<file path="src/rtl/conv_result_buffer.sv">
// conv_result_buffer: rescales convolution results to OUT_WIDTH with saturation and queues them in a show-ahead circular buffer
module conv_result_buffer #(
  parameter int IN_WIDTH  = 16,
  parameter int OUT_WIDTH = 8,
  parameter int SHIFT     = 4,
  parameter int DEPTH     = 16,
  parameter int AW        = 4
) (
  input  logic                 clk,
  input  logic                 rst_n,
  input  logic [IN_WIDTH-1:0]  in_data,
  input  logic                 in_valid,
  output logic [OUT_WIDTH-1:0] out_data,
  output logic                 out_valid,
  input  logic                 out_ready,
  output logic [AW:0]          level,
  output logic                 full,
  output logic                 overflow,
  output logic                 saturated,
  input  logic                 clr_flags
);
  localparam logic [IN_WIDTH-1:0] MAXV = IN_WIDTH'((1 << OUT_WIDTH) - 1);
  logic [OUT_WIDTH-1:0] mem [DEPTH];
  logic [AW-1:0] wr_ptr_q, wr_ptr_d, rd_ptr_q, rd_ptr_d;
  logic [AW:0] level_q, level_d;
  logic overflow_q, overflow_d, saturated_q, saturated_d;
  logic [IN_WIDTH-1:0] s;
  logic clip, wr, rd;
  logic [OUT_WIDTH-1:0] stored;
  always_comb begin
    s = in_data >> SHIFT;
    clip = s > MAXV;
    stored = clip ? {OUT_WIDTH{1'b1}} : s[OUT_WIDTH-1:0];
    rd = out_valid & out_ready;
    wr = in_valid & (~full | rd);
    wr_ptr_d = wr ? wr_ptr_q + AW'(1) : wr_ptr_q;
    rd_ptr_d = rd ? rd_ptr_q + AW'(1) : rd_ptr_q;
    level_d = (wr & ~rd) ? level_q + (AW+1)'(1) : (rd & ~wr) ? level_q - (AW+1)'(1) : level_q;
    overflow_d = (overflow_q & ~clr_flags) | (in_valid & ~wr);
    saturated_d = (saturated_q & ~clr_flags) | (wr & clip);
  end
  always_ff @(posedge clk or negedge rst_n) begin
    if (!rst_n) begin
      wr_ptr_q <= '0;
      rd_ptr_q <= '0;
      level_q <= '0;
      overflow_q <= 1'b0;
      saturated_q <= 1'b0;
    end else begin
      wr_ptr_q <= wr_ptr_d;
      rd_ptr_q <= rd_ptr_d;
      level_q <= level_d;
      overflow_q <= overflow_d;
      saturated_q <= saturated_d;
    end
  end
  // Storage is deliberately unreset; level gates visibility of stale entries.
  always_ff @(posedge clk) begin
    if (wr) mem[wr_ptr_q] <= stored;
  end
  assign out_valid = level_q != '0;
  assign out_data = out_valid ? mem[rd_ptr_q] : '0;
  assign level = level_q;
  assign full = level_q == (AW+1)'(DEPTH);
  assign overflow = overflow_q;
  assign saturated = saturated_q;
endmodule

</file>
<file path="config.mk">
export PLATFORM = sky130hd
export DESIGN_NAME = conv_result_buffer
export DESIGN_NICKNAME = d
export VERILOG_FILES = /design/src/rtl/conv_result_buffer.sv
export SDC_FILE = /design/constraint.sdc
export NUM_CORES = 1
export LEC_CHECK = 0
export ABC_AREA = 1
export ABC_CLOCK_PERIOD_IN_PS = 2700
export BUFFER_PORTS_ARGS = -buffer_cell sky130_fd_sc_hd__buf_4
export CELL_PAD_IN_SITES_DETAIL_PLACEMENT = 0
export CELL_PAD_IN_SITES_GLOBAL_PLACEMENT = 2
export CORE_MARGIN = 1
export CORE_UTILIZATION = 41
export DETAILED_ROUTE_END_ITERATION = 8
export HOLD_SLACK_MARGIN = 0.06
export PLACE_DENSITY = 0.9
export SKIP_CTS_REPAIR_TIMING = 1
export SYNTH_ARGS = -nofsm -noshare
export SYNTH_HDL_FRONTEND = slang
export SYNTH_SLANG_ARGS = --single-unit
</file>
<file path="constraint.sdc">
create_clock -name clk -period 2.7 [get_ports clk]
set_input_delay 0.27 -clock clk [delete_from_list [all_inputs] [get_ports clk]]
set_output_delay 0.27 -clock clk [all_outputs]
set_load 0.05 [all_outputs]
</file>
==> impl_metrics.yaml, run 1 <==
clock_network:
  htree_levels: 4
  cts-root-buf: "clkbuf_16"
  insertion_delay_ns: 0.41
  cts_made_buffers: 17
  cts_tree: "built"
  max-clock-path-buffers: 2
  clk_pin_slew_ns: 0.06
  cts_sinks: 143
synthesis:
  netlist_instances: 554
  synth_top_family_by_area: "simple AND/OR/NAND/NOR gates"
  yosys.area.top_type: "edfxtp_1"
  ys_warn_count: 0
  yosys.area.top_type_share: 0.624
  synth.area.mux_share: 0
  synthSimpleGateAreaFrac: 0.226
  synthXorXnorAreaFrac: 0.0128
  syn_avg_cell_area_um2: 11.1
  synth_nets: 585
  synthAdderAreaFrac: 0.0215
  ys_top_cells_by_area: "edfxtp_1 (62%), nand2_1 (12%), nand3_1 (8.5%)"
  ys_seq_area_frac: 0.685
  synth_compound_area_frac: 0.0124
  synth_area_mm2: 0.00616
  ys_ff_latch: 143
  yosysUniqueCellTypes: 25
finish:
  stdcell_count: 796
  drive_above_1_share: 0.152
  design_area_mm2: 0.00719
  layout_commonest_cell: "nand2_1"
  syn_to_final_growth_pct: 16.7
  n_antenna_cell: 0
  nets: 630
  mostFrequentLayoutCells: "nand2_1 (197), edfxtp_1 (128), nand3_1 (104)"
  nFillCells: 1268
  fin_util: 0.493
global_route:
  grt_pass1_wl_mm: 22.3
  track_usage: 0.194
  overflow: 0
  grt_max_degree: 67
  grt_pass1_vias: 3978
  antenna_found_initial: 0
sta:
  rsz0062_at_grt: "no"
  fin_crit_ns: 2.48
  finalMaxSlewViolations: 0
  setup_viol: 0
  fin_crit_sh: 0.918
  final.setup.tns_ns: 0
  tightest_slew_ns: 0.806
  clock_skew_ns: 0.00846
  hold_viol_final: 0
  fmax_mhz: 404
  slew_headroom: 0.461
routing:
  ant_nets: 0
  via_count: 4118
  wirelength_mm: 14.1
  post-route-drc-count: 0
  vias_per_cell: 5.17
  post_drt_wl_per_cell_um: 17.7
  drt_iter0_drc: 338
  dr.pass1.iters: 7
worst_setup_path:
  cp-start-kind: "flop"
  crit_chain: "clkinv_2 > buf_4 > nand2_1 > nand3_1 > nand3_1 > nand2_1 > nand2_1 > a21oi_1 > buf_4"
  crit_slowest_cell: "dfrtp_2"
  worst_ep_arrival_time_ns: 2.21
  worstPathRequired_ns: 2.43
  cp_num_buf_inv: 3
  cp-end-kind: "output port"
  crit_top_cell: "nand2_1"
  max_stage_delay_ns: 0.43
  crit_type: "reg -> out"
  path_max_fanout: 18
  crit_family: "buffers and inverters"
status:
  status: "completed"
die:
  die_area_mm2: 0.0155
  die_h_um: 125
  coreArea_mm2: 0.0146
  rows: 44
  dieWidth_um: 125
  num_io_pins: 38
  start_util: 0.422
place:
  postPlaceCellArea_mm2: 0.00663
  gp_congestion: 0.783
  placed_cells: 763
  io_buffers: 33
  dp_hpwl_mm: 8.74
job:
  drv_cap: 0
power_and_ir_drop:
  powerDensity_mw_per_mm2: 1170
  ir_drop_uv: 637
  p_total_mw: 8.39
  p_leak_nw: 2.74
min_path:
  hold_class: "in -> reg"
-- Yosys cell counts (all sizes together) --
cell    number
o22ai        1
xor2         8
ha           9
edfxtp     128
dfrtp       15
fa           1
inv         25
nand3      104
clkbuf       1
buf         24
o21ai        4
nor4         1
a21oi       10
nor2        22
xnor2        1
nand2      200
-- worst reg2reg max path: stages (launching register included) --
cell     delay, ns
dfrtp_1       0.44
nor2_1        0.13
nand2_1       0.14
nor2_4        0.13
nand2_1       0.07
nand2_2       0.12
inv_4         0.08
ha_1          0.22
inv_1         0.14
ha_1          0.29
nand2_1       0.10
nand2_1       0.06
a21oi_1       0.15
xor2_1        0.16
nand2_1       0.07
nand2_1       0.05
-- where the power goes --
group | internal (mW) | leakage (nW) | switching (mW)
Clock | 1.29 | 0.276 | 0.855
Sequential | 2.64 | 1.20 | 0.207
Combinational | 1.02 | 1.27 | 2.39
-- per-layer routing --
layer | vias up | global-route usage | part of all wire
met5 | - | 0 | 0
li1 | 1979 | - | -
met1 | 1988 | 0.269 | 0.45
met4 | 0 | 0.0702 | 0.012
met2 | 135 | 0.306 | 0.48
met3 | 16 | 0.0348 | 0.059
-- registers in the layout, indices dropped and copies added, names as in the netlist --
register	flops
saturated	1
mem	128
level	5
overflow	1
rd_ptr_q	4
wr_ptr_q	4
-- logic make-up after synthesis --
logic type,after synthesis
compound gates,15
xor+xnor,9
fa+ha+maj,10
buf+inv,50
flops,143
simple gates,327
-- worst paths after layout --
check,startpoint,end,slack (ns),cells after the start
setup / recovery,rd_ptr_q[0]$_DFFE_PN0P_,out_data[6],0.22,9
hold / removal,clr_flags,overflow$_DFF_PN0_,0.07,2
setup reg to reg,level[1]$_DFFE_PN0P_,level[4]$_DFFE_PN0P_,0.29,15
hold reg to reg,level[3]$_DFFE_PN0P_,level[3]$_DFFE_PN0P_,0.55,2
max in group asynchronous,rst_n,rd_ptr_q[0]$_DFFE_PN0P_,2.24,2
min in group asynchronous,rst_n,rd_ptr_q[0]$_DFFE_PN0P_,0.27,2
-- layout make-up --
cell class / instances / area, µm² / share of cell area
inverters: 25 / 100 / 0.0139
well taps: 184 / 230 / 0.0320
flip-flops and latches: 143 / 4220 / 0.587
clock buffers: 21 / 450 / 0.0627
clock inverters: 11 / 91.3 / 0.0127
multi-input cells: 361 / 1690 / 0.234
repair buffers: 51 / 410 / 0.0571
-- metrics by stage --
| stage | setup WS (ns) | hold slack, ns |
|---|---|---|
| 6_report | 0.222 | 0.0697 |
| 5_1_grt | 0.0498 | 0.0683 |
| 4_1_cts | 0.0991 | -0.303 |
| 3_5_place_dp | 0.291 | 0.141 |
| 3_3_place_gp | 0.308 | 0.143 |
| 2_1_floorplan | 0.0450 | -0.0256 |
Note: power is estimated with default switching activity, not from simulation.
==> run 2, diff against run 1 <==
ABC_CLOCK_PERIOD_IN_PS = 2600   (was 2700)
clock period = 2.6 ns   (was 2.7 ns; I/O delays follow)
==> run 2 against run 1 <==
Against the previous run: combinational power up 5%; critical endpoint is now out_data[7]; routed wire length down 3.5%; cell count increased by 0.38%; register-to-register slack improved by 0.02 ns; clock power rose by 14%; setup slack lost 0.085 ns; largest power group unchanged; clock skew about the same; non-clock buffer count increased by 3; sequential power increased by 3%.
==> impl_metrics.yaml, run 2 (synthesis results as in run 1) <==
status:
  status: "completed"
power_and_ir_drop:
  ir_drop_uv: 533
  powerDensity_mw_per_mm2: 1230
  p_leak_nw: 2.77
  p_total_mw: 8.96
sta:
  fmax_mhz: 406
  setup_viol: 0
  slew_headroom: 0.499
  hold_viol_final: 0
  fin_crit_sh: 0.947
  clock_skew_ns: 0.00808
  final.setup.tns_ns: 0
  hold_ws_ns: 0.108
  finalMaxSlewViolations: 0
  rsz0062_at_grt: "no"
  tightest_slew_ns: 0.749
  fin_crit_ns: 2.46
clock_network:
  htree_levels: 4
  cts-root-buf: "clkbuf_16"
  clk_pin_slew_ns: 0.05
  cts_sinks: 143
  cts_tree: "built"
  max-clock-path-buffers: 2
  cts_made_buffers: 17
  insertion_delay_ns: 0.42
worst_setup_path:
  worstPathRequired_ns: 2.34
  crit_slowest_cell: "dfrtp_2"
  cp_num_buf_inv: 3
  cp-start-kind: "flop"
  worst_ep_arrival_time_ns: 2.20
  cp-end-kind: "output port"
  crit_family: "buffers and inverters"
  crit_top_cell: "nand2_1"
  max_stage_delay_ns: 0.43
  crit_chain: "clkinv_2 > buf_12 > nand2_1 > nand3_1 > nand3_1 > nand2_1 > nand2_1 > a21oi_1 > buf_4"
  crit_type: "reg -> out"
  path_max_fanout: 35
finish:
  nets: 633
  largest_reg_flops: 128
  n_antenna_cell: 0
  drive_above_1_share: 0.163
  syn_to_final_growth_pct: 18.2
  mostFrequentLayoutCells: "nand2_1 (196), edfxtp_1 (128), nand3_1 (104)"
  layout_commonest_cell: "nand2_1"
  fin_util: 0.499
  stdcell_count: 799
  regMostFlops: "mem"
routing:
  drt_iter0_drc: 348
  post_drt_wl_per_cell_um: 17.0
  dr.pass1.iters: 5
  vias_per_cell: 5.02
  via_count: 4012
  ant_nets: 0
  post-route-drc-count: 0
  wirelength_mm: 13.6
place:
  dp_hpwl_mm: 8.54
  gp_congestion: 0.777
  placed_cells: 765
  io_buffers: 33
global_route:
  grt_pass1_wl_mm: 21.2
  track_usage: 0.185
  grt_pass1_vias: 3825
  antenna_found_initial: 0
  overflow: 0
  grt_max_degree: 67
die:
  rows: 44
  num_io_pins: 38
  die_h_um: 125
  coreArea_mm2: 0.0146
  dieWidth_um: 125
  die_area_mm2: 0.0155
  start_util: 0.422
job:
  drv_cap: 0
min_path:
  hold_class: "in -> reg"
## run 2: cell type report
type,instances,area (µm²)
Clock buffer,18,429
Clock inverter,14,173
Fill cell,1242,7310
Inverter,25,97.6
Multi-Input combinational cell,361,1690
Sequential cell,143,4230
Tap cell,184,230
Timing Repair Buffer,54,435
## run 2: final timing paths
path | start | slack [ns] | depth (start not counted) | to
max in group asynchronous | rst_n | 2.16 | 2 | level[1]$_DFFE_PN0P_
setup / recovery | rd_ptr_q[0]$_DFFE_PN0P_ | 0.14 | 9 | out_data[7]
hold reg to reg | level[3]$_DFFE_PN0P_ | 0.52 | 2 | level[3]$_DFFE_PN0P_
min in group asynchronous | rst_n | 0.24 | 2 | level[2]$_DFFE_PN0P_
setup reg to reg | level[1]$_DFFE_PN0P_ | 0.31 | 15 | level[4]$_DFFE_PN0P_
hold / removal | out_ready | 0.11 | 3 | rd_ptr_q[3]$_DFFE_PN0P_
## run 2: where the power goes
group | internal [mW] | total [mW] | switching, mW
registers | 2.75 | 2.93 | 0.180
logic | 1.08 | 3.58 | 2.50
clock network | 1.58 | 2.45 | 0.862
total | 5.41 | 8.96 | 3.55
## run 2: layer usage
layer  vias to the layer above  routed length (µm)  track usage
li1                       1987                   -            -
met1                      1891                6270        0.253
met2                       109                6330        0.283
met3                        25                 670       0.0399
met4                         0                 321       0.0829
met5                         -                   0            0
## run 2: per-stage QoR
step           setup slack (ns)  cell area (µm²)
6_report                  0.137             7280
3_5_place_dp              0.176             6650
5_1_grt                  0.0171             7280
2_1_floorplan            0.0297             6170
3_3_place_gp              0.210             6650
4_1_cts                  0.0661             7250
## run 2: worst min-delay path, cell delays in order
cell	delay [ns]
buf_4	0.11
nand3_1	0.07
nand2_1	0.05
==> run 3, diff against run 2 <==
ABC_CLOCK_PERIOD_IN_PS = 2300   (was 2600)
clock period = 2.3 ns   (was 2.6 ns; I/O delays follow)
==> run 3 against run 2 <==
Against the previous run: count of clock-buffer cells in the layout shrank 1; worst hold slack lost 0.026 ns; design area grew 2.6%; critical endpoint is now out_data[6]; non-clock buffer count grew 11; critical path depth is the same; combinational power grew 27%; largest cell class unchanged.
==> impl_metrics.yaml, run 3 (synthesis results as in run 1) <==
worst_setup_path:
  worstPathRequired_ns: 2.07
  path_max_fanout: 12
  reg2regPathDepth: 15
  path_depth: 9
  cp-start-kind: "flop"
  cp_num_buf_inv: 3
  crit_slowest_cell: "dfrtp_2"
  crit_top_cell: "nand2_1"
  crit_family: "buffers and inverters"
  r2r-end: "level[4]$_DFFE_PN0P_"
  crit_type: "reg -> out"
  max_stage_delay_ns: 0.45
  rrSetupSlack_ns: 0.20
  worst_ep_arrival_time_ns: 2.02
  cp-end-kind: "output port"
  crit_chain: "clkinv_4 > clkbuf_16 > nand2_1 > nand3_1 > nand3_1 > nand2_1 > nand2_1 > a21oi_1 > buf_4"
  reg2reg_from: "level[0]$_DFFE_PN0P_"
place:
  gp_congestion: 0.802
  placed_cells: 770
  dp_hpwl_mm: 8.93
  postPlaceCellArea_mm2: 0.00675
  place_ws_ns: 0.109
  io_buffers: 33
min_path:
  min_path_cells: 3
  hold_class: "in -> reg"
  worstHoldStart: "in_valid"
  min_to: "overflow$_DFF_PN0_"
finish:
  layout_commonest_cell: "nand2_1"
  syn_to_final_growth_pct: 21.3
  fin_util: 0.512
  nFillCells: 1252
  drive_above_1_share: 0.200
  stdcell_count: 810
  largest_reg_flops: 128
  mostFrequentLayoutCells: "nand2_1 (195), edfxtp_1 (128), nand3_1 (104)"
  design_area_mm2: 0.00747
  nets: 644
  regMostFlops: "mem"
  n_antenna_cell: 0
global_route:
  grt_max_degree: 50
  overflow: 0
  track_usage: 0.184
  busiest_layer: "met2"
  met1_usage: 0.250
  grt_pass1_vias: 3890
  grt_pass1_wl_mm: 21.3
  antenna_found_initial: 0
  use_met3: 0.0408
  met2_usage: 0.289
routing:
  post_drt_wl_per_cell_um: 17.8
  dr.pass1.iters: 5
  drt_iter0_drc: 339
  ant_nets: 0
  wirelength_mm: 14.4
  via_count: 4177
  post-route-drc-count: 0
  vias_per_cell: 5.16
clock_network:
  clk_pin_slew_ns: 0.06
  cts-root-buf: "clkbuf_16"
  cts_tree: "built"
  cts_sinks: 143
  cts_made_buffers: 17
  insertion_delay_ns: 0.42
  max-clock-path-buffers: 2
  htree_levels: 4
job:
  drv_cap: 0
sta:
  fin_crit_ns: 2.25
  fmax_mhz: 444
  finalMaxSlewViolations: 0
  hold_ws_ns: 0.0822
  hold_viol_final: 0
  rsz0062_at_grt: "no"
  final.setup.tns_ns: 0
  clock_skew_ns: 0.00992
  tightest_slew_ns: 0.886
  setup_ws_ns: 0.0453
  fin_crit_sh: 0.980
  setup_viol: 0
  slew_headroom: 0.407
die:
  die_h_um: 125
  die_area_mm2: 0.0155
  coreArea_mm2: 0.0146
  num_io_pins: 38
  start_util: 0.422
  rows: 44
  dieWidth_um: 125
power_and_ir_drop:
  p_leak_nw: 2.82
  p_total_mw: 10.5
  powerDensity_mw_per_mm2: 1400
  ir_drop_uv: 584
status:
  status: "completed"
run 3: area by class of cell:
type | instances | area (µm²) | area share
Sequential cell | 143 | 4230 | 0.566
Inverter | 25 | 106 | 0.0142
Timing Repair Buffer | 65 | 594 | 0.0795
Tap cell | 184 | 230 | 0.0308
Clock inverter | 15 | 146 | 0.0196
Clock buffer | 17 | 425 | 0.0569
Multi-Input combinational cell | 361 | 1740 | 0.233
run 3: worst min-delay path, cell delays in order:
cell and delay (ns):
buf_4 0.09, nand3_1 0.07, o21ai_0 0.07
run 3: worst max path at each step:
stage                             from                   end  slack, ns
3_5_place_dp      level[0]$_DFFE_PN0P_  level[4]$_DFFE_PN0P_       0.11
2_1_floorplan     level[0]$_DFFE_PN0P_  level[4]$_DFFE_PN0P_      -0.07
3_3_place_gp      level[0]$_DFFE_PN0P_  level[4]$_DFFE_PN0P_       0.13
6_report       rd_ptr_q[0]$_DFFE_PN0P_           out_data[6]       0.05
5_1_grt        rd_ptr_q[0]$_DFFE_PN0P_           out_data[4]      0.007
4_1_cts        rd_ptr_q[1]$_DFFE_PN0P_           out_data[7]      -0.14
run 3: power by group:
group	switching, mW	leakage [nW]	internal (mW)
sequential	0.167	1.19	3.11
combinational	3.06	1.36	1.51
clock	1.04	0.266	1.58
run 3: layer usage:
layer | share of wire | vias up | routed length (µm)
met5 | 0 | - | 0
met4 | 0.023 | 0 | 326
met3 | 0.058 | 25 | 830
met2 | 0.48 | 150 | 6880
met1 | 0.44 | 1991 | 6390
li1 | - | 2011 | -
